<file path="src/rtl/bht_predictor_pkg.sv">
// Shared branch-predictor constants: 2-bit counter encodings, the default table
// size, and the helper that turns a counter state into a prediction.
package bht_predictor_pkg;

  typedef enum logic [1:0] {
    SNT = 2'b00,
    WNT = 2'b01,
    WT  = 2'b10,
    ST  = 2'b11
  } cnt2_e;

  localparam int DEFAULT_INDEX_BITS = 6;

  // The upper counter bit alone decides the direction (WT and ST predict taken).
  function automatic logic predicts_taken(input cnt2_e c);
    return (c == WT) || (c == ST);
  endfunction

endpackage

</file>
<file path="src/rtl/bht_predictor_if.sv">
// Fetch-side prediction port and EX-side resolved-branch update port of the BHT.
interface bht_predictor_if #(
  parameter int WIDTH    = 32,
  parameter int CNT_BITS = 16
);
  logic [WIDTH-1:0]    if_pc;
  logic                pred_taken;
  logic                upd_valid;
  logic [WIDTH-1:0]    upd_pc;
  logic                upd_taken;
  logic                upd_pred;
  logic                mispredict;
  logic [CNT_BITS-1:0] mispred_cnt;

  modport master (
    output if_pc, upd_valid, upd_pc, upd_taken, upd_pred,
    input  pred_taken, mispredict, mispred_cnt
  );

  modport slave (
    input  if_pc, upd_valid, upd_pc, upd_taken, upd_pred,
    output pred_taken, mispredict, mispred_cnt
  );
endinterface

</file>
<file path="src/rtl/bht_predictor_sat_counter2.sv">
// 2-bit saturating counter step: moves one state toward the resolved outcome
// and sticks at SNT/ST instead of wrapping.
module sat_counter2
  import bht_predictor_pkg::*;
(
  input  cnt2_e count,
  input  logic  taken,
  output cnt2_e next_count
);

  always_comb begin
    // NOTE: assign a default before the case so no path leaves next_count unassigned (no latch).
    next_count = count;
    case (count)
      SNT: next_count = taken ? WNT : SNT;
      WNT: next_count = taken ? WT  : SNT;
      WT:  next_count = taken ? ST  : WNT;
      ST:  next_count = taken ? ST  : WT;
    endcase
  end

endmodule

</file>
<file path="src/rtl/bht_predictor.sv">
// Direct-mapped, untagged branch history table of 2-bit counters with a
// registered mispredict pulse and a saturating mispredict counter.
module bht_predictor
  import bht_predictor_pkg::*;
#(
  parameter int WIDTH      = 32,
  parameter int INDEX_BITS = DEFAULT_INDEX_BITS,
  parameter int CNT_BITS   = 16
) (
  input  logic            clk,
  input  logic            rst,
  bht_predictor_if.slave  bus
);

  localparam int ENTRIES = 1 << INDEX_BITS;

  logic [WIDTH-1:0]      rd_pc;
  logic [WIDTH-1:0]      wr_pc;
  logic [INDEX_BITS-1:0] rd_idx;
  logic [INDEX_BITS-1:0] wr_idx;
  cnt2_e                 bht_q [ENTRIES];
  cnt2_e                 next_cnt;
  logic                  is_mispred;
  logic                  mispredict_q;
  logic [CNT_BITS-1:0]   mispred_cnt_q;

  assign rd_pc  = bus.if_pc;
  assign wr_pc  = bus.upd_pc;
  // Word-aligned PCs: drop the byte offset, keep the low INDEX_BITS of the word address.
  assign rd_idx = INDEX_BITS'(rd_pc >> 2);
  assign wr_idx = INDEX_BITS'(wr_pc >> 2);

  sat_counter2 u_sat_counter2 (
    .count      (bht_q[wr_idx]),
    .taken      (bus.upd_taken),
    .next_count (next_cnt)
  );

  // NOTE: the table is a flop array so every entry can clear asynchronously; a RAM could not.
  always_ff @(posedge clk or posedge rst) begin
    if (rst) begin
      for (int i = 0; i < ENTRIES; i++) bht_q[i] <= WNT;
    end else if (bus.upd_valid) begin
      bht_q[wr_idx] <= next_cnt;
    end
  end

  // Read of the pre-edge state; a same-cycle update is seen only from the next cycle.
  assign bus.pred_taken = predicts_taken(bht_q[rd_idx]);

  assign is_mispred = bus.upd_valid & (bus.upd_pred ^ bus.upd_taken);

  // NOTE: sequential state uses non-blocking assignments so all flops see pre-edge values.
  always_ff @(posedge clk or posedge rst) begin
    if (rst) begin
      mispredict_q  <= 1'b0;
      mispred_cnt_q <= '0;
    end else begin
      mispredict_q <= is_mispred;
      if (is_mispred && (mispred_cnt_q != '1)) begin
        mispred_cnt_q <= mispred_cnt_q + CNT_BITS'(1);
      end
    end
  end

  assign bus.mispredict  = mispredict_q;
  assign bus.mispred_cnt = mispred_cnt_q;

endmodule

</file>
<file path="src/flat_wrapper.sv">
// flat-port wrapper written by rule: the top's interface ports become plain ports
module bht_predictor_flat import bht_predictor_pkg::*;
#(
  parameter int WIDTH      = 32,
  parameter int INDEX_BITS = DEFAULT_INDEX_BITS,
  parameter int CNT_BITS   = 16
)
  (clk, rst, bus_if_pc, bus_upd_valid, bus_upd_pc, bus_upd_taken, bus_upd_pred, bus_pred_taken, bus_mispredict, bus_mispred_cnt);
  bht_predictor_if #(.WIDTH(WIDTH), .CNT_BITS(CNT_BITS)) bus_i ();
  input  logic clk;
  input  logic rst;
  input wire logic [$bits(bus_i.if_pc)-1:0] bus_if_pc;
  input wire logic [$bits(bus_i.upd_valid)-1:0] bus_upd_valid;
  input wire logic [$bits(bus_i.upd_pc)-1:0] bus_upd_pc;
  input wire logic [$bits(bus_i.upd_taken)-1:0] bus_upd_taken;
  input wire logic [$bits(bus_i.upd_pred)-1:0] bus_upd_pred;
  output wire logic [$bits(bus_i.pred_taken)-1:0] bus_pred_taken;
  output wire logic [$bits(bus_i.mispredict)-1:0] bus_mispredict;
  output wire logic [$bits(bus_i.mispred_cnt)-1:0] bus_mispred_cnt;
  assign bus_i.if_pc = bus_if_pc;
  assign bus_i.upd_valid = bus_upd_valid;
  assign bus_i.upd_pc = bus_upd_pc;
  assign bus_i.upd_taken = bus_upd_taken;
  assign bus_i.upd_pred = bus_upd_pred;
  assign bus_pred_taken = bus_i.pred_taken;
  assign bus_mispredict = bus_i.mispredict;
  assign bus_mispred_cnt = bus_i.mispred_cnt;
  bht_predictor #(.WIDTH(WIDTH), .INDEX_BITS(INDEX_BITS), .CNT_BITS(CNT_BITS)) u_core (.clk(clk), .rst(rst), .bus(bus_i));
endmodule
</file>
<file path="config.mk">
export PLATFORM = sky130hd
export DESIGN_NAME = bht_predictor_flat
export DESIGN_NICKNAME = d
export VERILOG_FILES = /design/src/rtl/bht_predictor_pkg.sv /design/src/rtl/bht_predictor_if.sv /design/src/rtl/bht_predictor_sat_counter2.sv /design/src/rtl/bht_predictor.sv /design/src/flat_wrapper.sv
export SDC_FILE = /design/constraint.sdc
export NUM_CORES = 1
export LEC_CHECK = 0
export CORE_MARGIN = 2
export CORE_UTILIZATION = 57
export CTS_CLUSTER_SIZE = 16
export DETAILED_ROUTE_END_ITERATION = 10
export GPL_TIMING_DRIVEN = 0
export PLACE_DENSITY = 0.85
export SETUP_SLACK_MARGIN = 0.2
export SYNTH_ARGS = -nofsm -noshare
export SYNTH_HDL_FRONTEND = slang
export SYNTH_HIERARCHICAL = 1
export SYNTH_SLANG_ARGS = --single-unit
</file>
<file path="constraint.sdc">
create_clock -name clk -period 6 [get_ports clk]
set_input_delay 0.9 -clock clk [delete_from_list [all_inputs] [get_ports clk]]
set_output_delay 0.9 -clock clk [all_outputs]
set_load 0.01 [all_outputs]
</file>
# Word-level counts from Yosys, hierarchy flattened
# Index checks and enable logic that the tools add are counted.
# word_totals
ff_bits,145
latchBits,0
ram_bits,0
mem_bits_ro,0
input_bits,69
output_inout_bits,18
wordCells,98
mem_count,0
# classes
add_sub_neg,1
multipliers,0
n_div,0
order_cmp,3
eq_ne,6
shifts,0
mux,14
n_bitwise,4
reduce_logical,4
# ops
operator,n
$bwmux 128,1
$bmux 2 s6,2
$add 16x1->16 const B,1
$ne 16x16->1 const B,1
$ge 7x7->1 const B,2
$mux 2,7
$not 6->7,2
$demux 2 s6,1
$eq 2x2->1 const B,4
$pmux 2 s4,1
$lt 7x1->1 const B,1
$eq 2x1->1 const B,1
$logic_and 1x1->1,2
$logic_not 2->1,1
$mux 1,2
$and 1x1->1,1
$logic_or 1x1->1,1
$xor 1x1->1,1

# Longest topological paths before layout
# logic_depth
ltp_word,7
ltp_mapped,13
mapped_depth_nobuf,8

# Cells and area by module
# Netlist, hierarchy kept.
# by_module_without_submodules
mod,instances,cells_per_inst,area_each_um2,seq_area_each_um2
bht_predictor,1,624,7702.4,3708.6
sat_counter2,1,3,26.3,0.0

# Worst setup path after synthesis
# Ideal clock, no wire load.
# synth_timing
path_kind,input to register
from,input bus_upd_pc[2]
to,register u_core/bht_q[95] in the netlist's numbering
arrival_ns,3.393
t_required_ns,5.873
slack_ns,2.479
path_stages,11
path_buffers,5
cell_sequence,buf_2 -> buf_4 -> buf_4 -> mux2_2 -> a222oi_1 -> o22ai_1 -> a311o_1 -> maj3_2 -> buf_1 -> clkbuf_1 -> mux2_1
# synth_between
elab_chain_len,7
word_cells_on_any_way,15
# synth_lines
item,line_no,rtl
from (decl),flat_wrapper.sv:14,input wire logic [$bits(bus_i.upd_pc)-1:0] bus_upd_pc;
$not 6->7 (implied by the code) *,bht_predictor.sv:34,".count (bht_q[wr_idx]),"
$bmux 2 s6 *,bht_predictor.sv:34,
$mux 2 (implied by the code) * (2 in series),bht_predictor.sv:34,
$eq 2x2->1 (tied with other cells),bht_predictor_sat_counter2.sv:14,case (count)
$pmux 2 s4 *,bht_predictor_sat_counter2.sv:14,
named net u_core.next_cnt[1],bht_predictor.sv:22,cnt2_e next_cnt;
$bwmux 128 *,bht_predictor.sv:44,bht_q[wr_idx] <= next_cnt;
"to (signal, indexed assignment)",bht_predictor.sv:44,
to (decl),bht_predictor.sv:21,cnt2_e bht_q [ENTRIES];
# Mark *: on every way through the listed nets, which the timed path passes. The rest lies on a longest branch. The select of a mux whose other input is x is not followed.
# A chain may end at the register's enable or synchronous reset.

# Worst setup path after layout
# layout_timing
from,input bus_if_pc[3]
to,output bus_pred_taken
# layout_between
elab_chain_len,6
word_cells_on_any_way,7
# layout_lines
item,line_no,rtl
from (decl),flat_wrapper.sv:12,input wire logic [$bits(bus_i.if_pc)-1:0] bus_if_pc;
$not 6->7 (implied by the code) *,bht_predictor.sv:49,assign bus.pred_taken = predicts_taken(bht_q[rd_idx]);
$bmux 2 s6 *,bht_predictor.sv:49,
$mux 2 (implied by the code) * (2 in series),bht_predictor.sv:49,
$eq 2x2->1,bht_predictor_pkg.sv:16,return (c == WT) || (c == ST);
$logic_or 1x1->1 *,bht_predictor_pkg.sv:16,
to (decl),flat_wrapper.sv:17,output wire logic [$bits(bus_i.pred_taken)-1:0] bus_pred_taken;
# Every way passes the cells marked *; elsewhere a longest branch is shown, timed or not. The select of a mux whose other input is x is not followed.

==> results by group <==
Status
  – Status: finished with violations
  – Failing checks: design-rule violations

Critical path
  – Critical path required time: 5100 ps
  – Reg-to-reg slack, setup: 2510 ps
  – Setup crit start kind: input port
  – Worst Path Arrival: 3750 ps
  – Crit-path max FO: 10
  – Worst r2r path cells: 10
  – RR Endpoint: u_core/bht_q[0]
  – Crit. End Element: primary output
  – R2r startpoint: u_core/bht_q[32]
  – Crit path kind: input port to primary output

Power and ir drop
  – Tot Pwr: 2.89 mW
  – Combinational share of power: 16.6%
  – Peak supply drop: 285 uV
  – Clk pwr share: 40.0%
  – Switching Fraction: 25.8%
  – Sequential share of power: 43.4%
  – Pwr Density: 323 nW/um2
  – Cell internal pwr: 2.14 mW
  – Net Sw Power: 0.745 mW
  – Leak: 3.74 nW

CTS
  – Total CTS buffers: 17
  – CTS tree: done
  – # hold bufs at CTS: 0
  – Clock latency on the worst-skew pair: 430 ps
  – Setup bufs post-CTS: 0
  – CTS H-tree depth: 4
  – Max clock buf depth: 2
  – CTS root buf: clkbuf_16
  – Clock transition at path regs: 60 ps
  – Post-cts resize count: 0
  – CTS sink cnt: 145

Yosys
  – Yosys warns: 6
  – Post-synthesis cell type count: 52
  – Mapped Area: 7730 um2
  – EDFF count, synth: 0
  – Post-synthesis simple-gate area fraction: 10.7%
  – Synthesized net count: 697
  – Post-synth ARST share: 100%
  – Avg Cell Area, Syn: 12.3 um2
  – Main synth FF type: dfrtp_1
  – XOR/XNOR Fraction of Synth Area: 1.47%
  – Mux cell area share after synthesis: 31.3%
  – Seq/Total Area, Yosys: 48.0%
  – Compound-Gate Fraction of Synth Area: 5.03%
  – Post-Synthesis Cells: 627
  – Adder-Cell Fraction of Synth Area: 0.453%
  – Yosys reg bits: 145
  – Largest family of logic cells by synthesized area: multiplexers

Worst hold path
  – Hold depth: 1
  – Worst Hold Class: flop to flop
  – Hold EP: u_core/bus.mispred_cnt[11]
  – Hold Crit Start: u_core/bus.mispred_cnt[11]

Global routing
  – GRT Resource Usage Total: 30.1%
  – Initial antenna violation count: 0
  – Largest net degree at the start of global routing: 93
  – Vias in the first global route: 5918
  – Gr ovfl total: 0
  – First-pass GRT wire length: 32400 um

Drt
  – First-pass detailed-route iteration total: 10
  – Initial drt markers: 790
  – DRC: 1
  – DR WL/cell: 24.1 um
  – Vias per cell: 6.66
  – DRT antenna net count: 0
  – Post-Route WL: 20800 um
  – DR vias: 5757

STA
  – Slew @ Worst Pin: 923 ps
  – Fin crit period: 4650 ps
  – Fin crit share: 77.6%
  – Final hold vios: 0
  – RSZ-0062 raised after global routing: no
  – Setup Skew: 8.16 ps
  – Setup Viol. Count Final: 0
  – Max Fclk: 215 MHz
  – Rel. slew slack: 38.5%
  – Slew Limit Fails: 0

Flow run
  – Max_cap viols: 0

Layout
  – Final std cells w/o fill: 865
  – Share of cells above drive strength 1: 41.1%
  – P&R area growth vs syn: 15.4%
  – ANT cells: 0
  – Fin nets: 746

Floorplanning
  – Placement row count: 42
  – Die X: 120 um
  – Die area: 14500 um2
  – Area of the core: 13200 um2
  – Top-Level Pins: 87
  – Die Span Y: 120 um
  – Starting Density: 58.4%

Placed design
  – Final Wtd Congestion: 1.05
  – Number of port buffers: 29
  – Inst Count DP: 833
  – DP HPWL: 14200 um
cell usage after synthesis (all sizes together) (2+ instances only):
| cell | count | share of area, % |
|---|---|---|
| buf | 19 | 1.3 |
| o22ai | 2 | 0.16 |
| a311o | 2 | 0.26 |
| mux2 | 144 | 21 |
| or3b | 2 | 0.23 |
| and2 | 7 | 0.57 |
| nor2 | 39 | 1.9 |
| a221o | 2 | 0.26 |
| xnor2 | 7 | 0.79 |
| nor3b | 2 | 0.19 |
| a22oi | 11 | 1.1 |
| nand2b | 3 | 0.24 |
| a221oi | 9 | 1.0 |
| o211ai | 2 | 0.19 |
| nand3 | 19 | 1.2 |
| nor3 | 7 | 0.45 |
| dfstp | 64 | 22 |
| o221ai | 3 | 0.34 |
| nor2b | 8 | 0.65 |
| clkbuf | 29 | 1.4 |
| and3b | 3 | 0.34 |
| maj3 | 2 | 0.29 |
| nand2 | 61 | 3.0 |
| o21ai | 2 | 0.13 |
| and3 | 8 | 0.65 |
| mux2i | 12 | 1.6 |
| inv | 7 | 0.34 |
| dfrtp | 81 | 26 |
| nand4 | 7 | 0.57 |
| mux4 | 30 | 8.7 |
| nand3b | 3 | 0.29 |
| a21oi | 8 | 0.52 |
| a31oi | 2 | 0.16 |
| xor2 | 6 | 0.68 |
| o2bb2ai | 2 | 0.23 |
logic make-up (layout without fill, tap and decap cells):
logic type / Yosys count / after routing
AO/OA/AOI/OAI: 51 / 51
buffers and inverters: 55 / 117
flip-flops: 145 / 145
multiplexers: 186 / 186
XOR/XNOR: 13 / 13
adder cells (fa/ha/maj): 3 / 3
AND/OR/NAND/NOR: 174 / 174
worst max-delay path: stages:
cell	delay, ps
clkdlybuf4s50_1	600
clkbuf_1	730
mux4_2	430
nand3_1	90
a31oi_1	180
a21oi_1	60
o211ai_1	190
clkdlybuf4s50_1	570
how the worst max path moves through the flow:
stage | from | end | slack [ps] | cells past startpoint
floorplan | rst | u_core/bht_q[101] | 1310 | 1
global placement | rst | u_core/bus.mispred_cnt[8] | -370 | 2
detailed placement | bus_if_pc[3] | bus_pred_taken | 1510 | 8
CTS | bus_if_pc[3] | bus_pred_taken | 1490 | 7
global route | bus_if_pc[3] | bus_pred_taken | 1360 | 8
finish | bus_if_pc[3] | bus_pred_taken | 1350 | 8
sequential cells by signal, indices dropped and copies added, names as in the netlist:
name and count:
u_core/bht_q 128, u_core/bus.mispred_cnt 16, u_core/bus.mispredict 1
layout make-up:
cell class                 instances  area (um2)
inverter                           7        31.3
clock inverter                     8         149
buffer                            48         210
fill                             923        4320
clock buffer                      24         502
sequential                       145        3710
tap                              176         220
timing repair buffer              30         318
multi-input combinational        427        3780
placed cells by master, fill, tap and decap left out, types with 17 or more instances in the layout:
master and n:
clkbuf_1 31, clkbuf_16 17, clkdlybuf4s50_1 29, dfrtp_1 81, dfstp_2 64, mux2_2 135, mux4_2 30, nand2_1 61
nand3_1 19, nor2_1 39
power by group through the flow:
stage / Combinational (mW) / Sequential (mW) / Clock [mW]
final: 0.479 / 1.25 / 1.15
after CTS: 0.473 / 1.25 / 1.17
after global placement: 0.445 / 1.25 / 0
after detailed placement: 0.467 / 1.26 / 0
after global routing: 0.511 / 1.27 / 1.21
after floorplan: 0.305 / 1.24 / 0
through the flow:
step | worst slack, ps | util [%] | area (um2) | hold slack [ps] | setup TNS (ps)
after floorplan | 1310 | - | 7730 | 478 | 0
after global placement | -366 | 62.2 | 8240 | 484 | -28830
after detailed placement | 1510 | 62.5 | 8270 | 494 | 0
after CTS | 1490 | 67.4 | 8920 | 509 | 0
after global routing | 1360 | 67.4 | 8920 | 531 | 0
final | 1350 | 67.4 | 8920 | 500 | 0
routing by layer:
layer	track usage (%)	up-vias	share of wire [%]
li1	-	2393	-
met1	37.9	2870	38
met2	45.5	381	46
met3	11.1	113	11
met4	15.9	0	5.4
met5	0	-	0
Note: power is estimated with default switching activity, not from simulation.
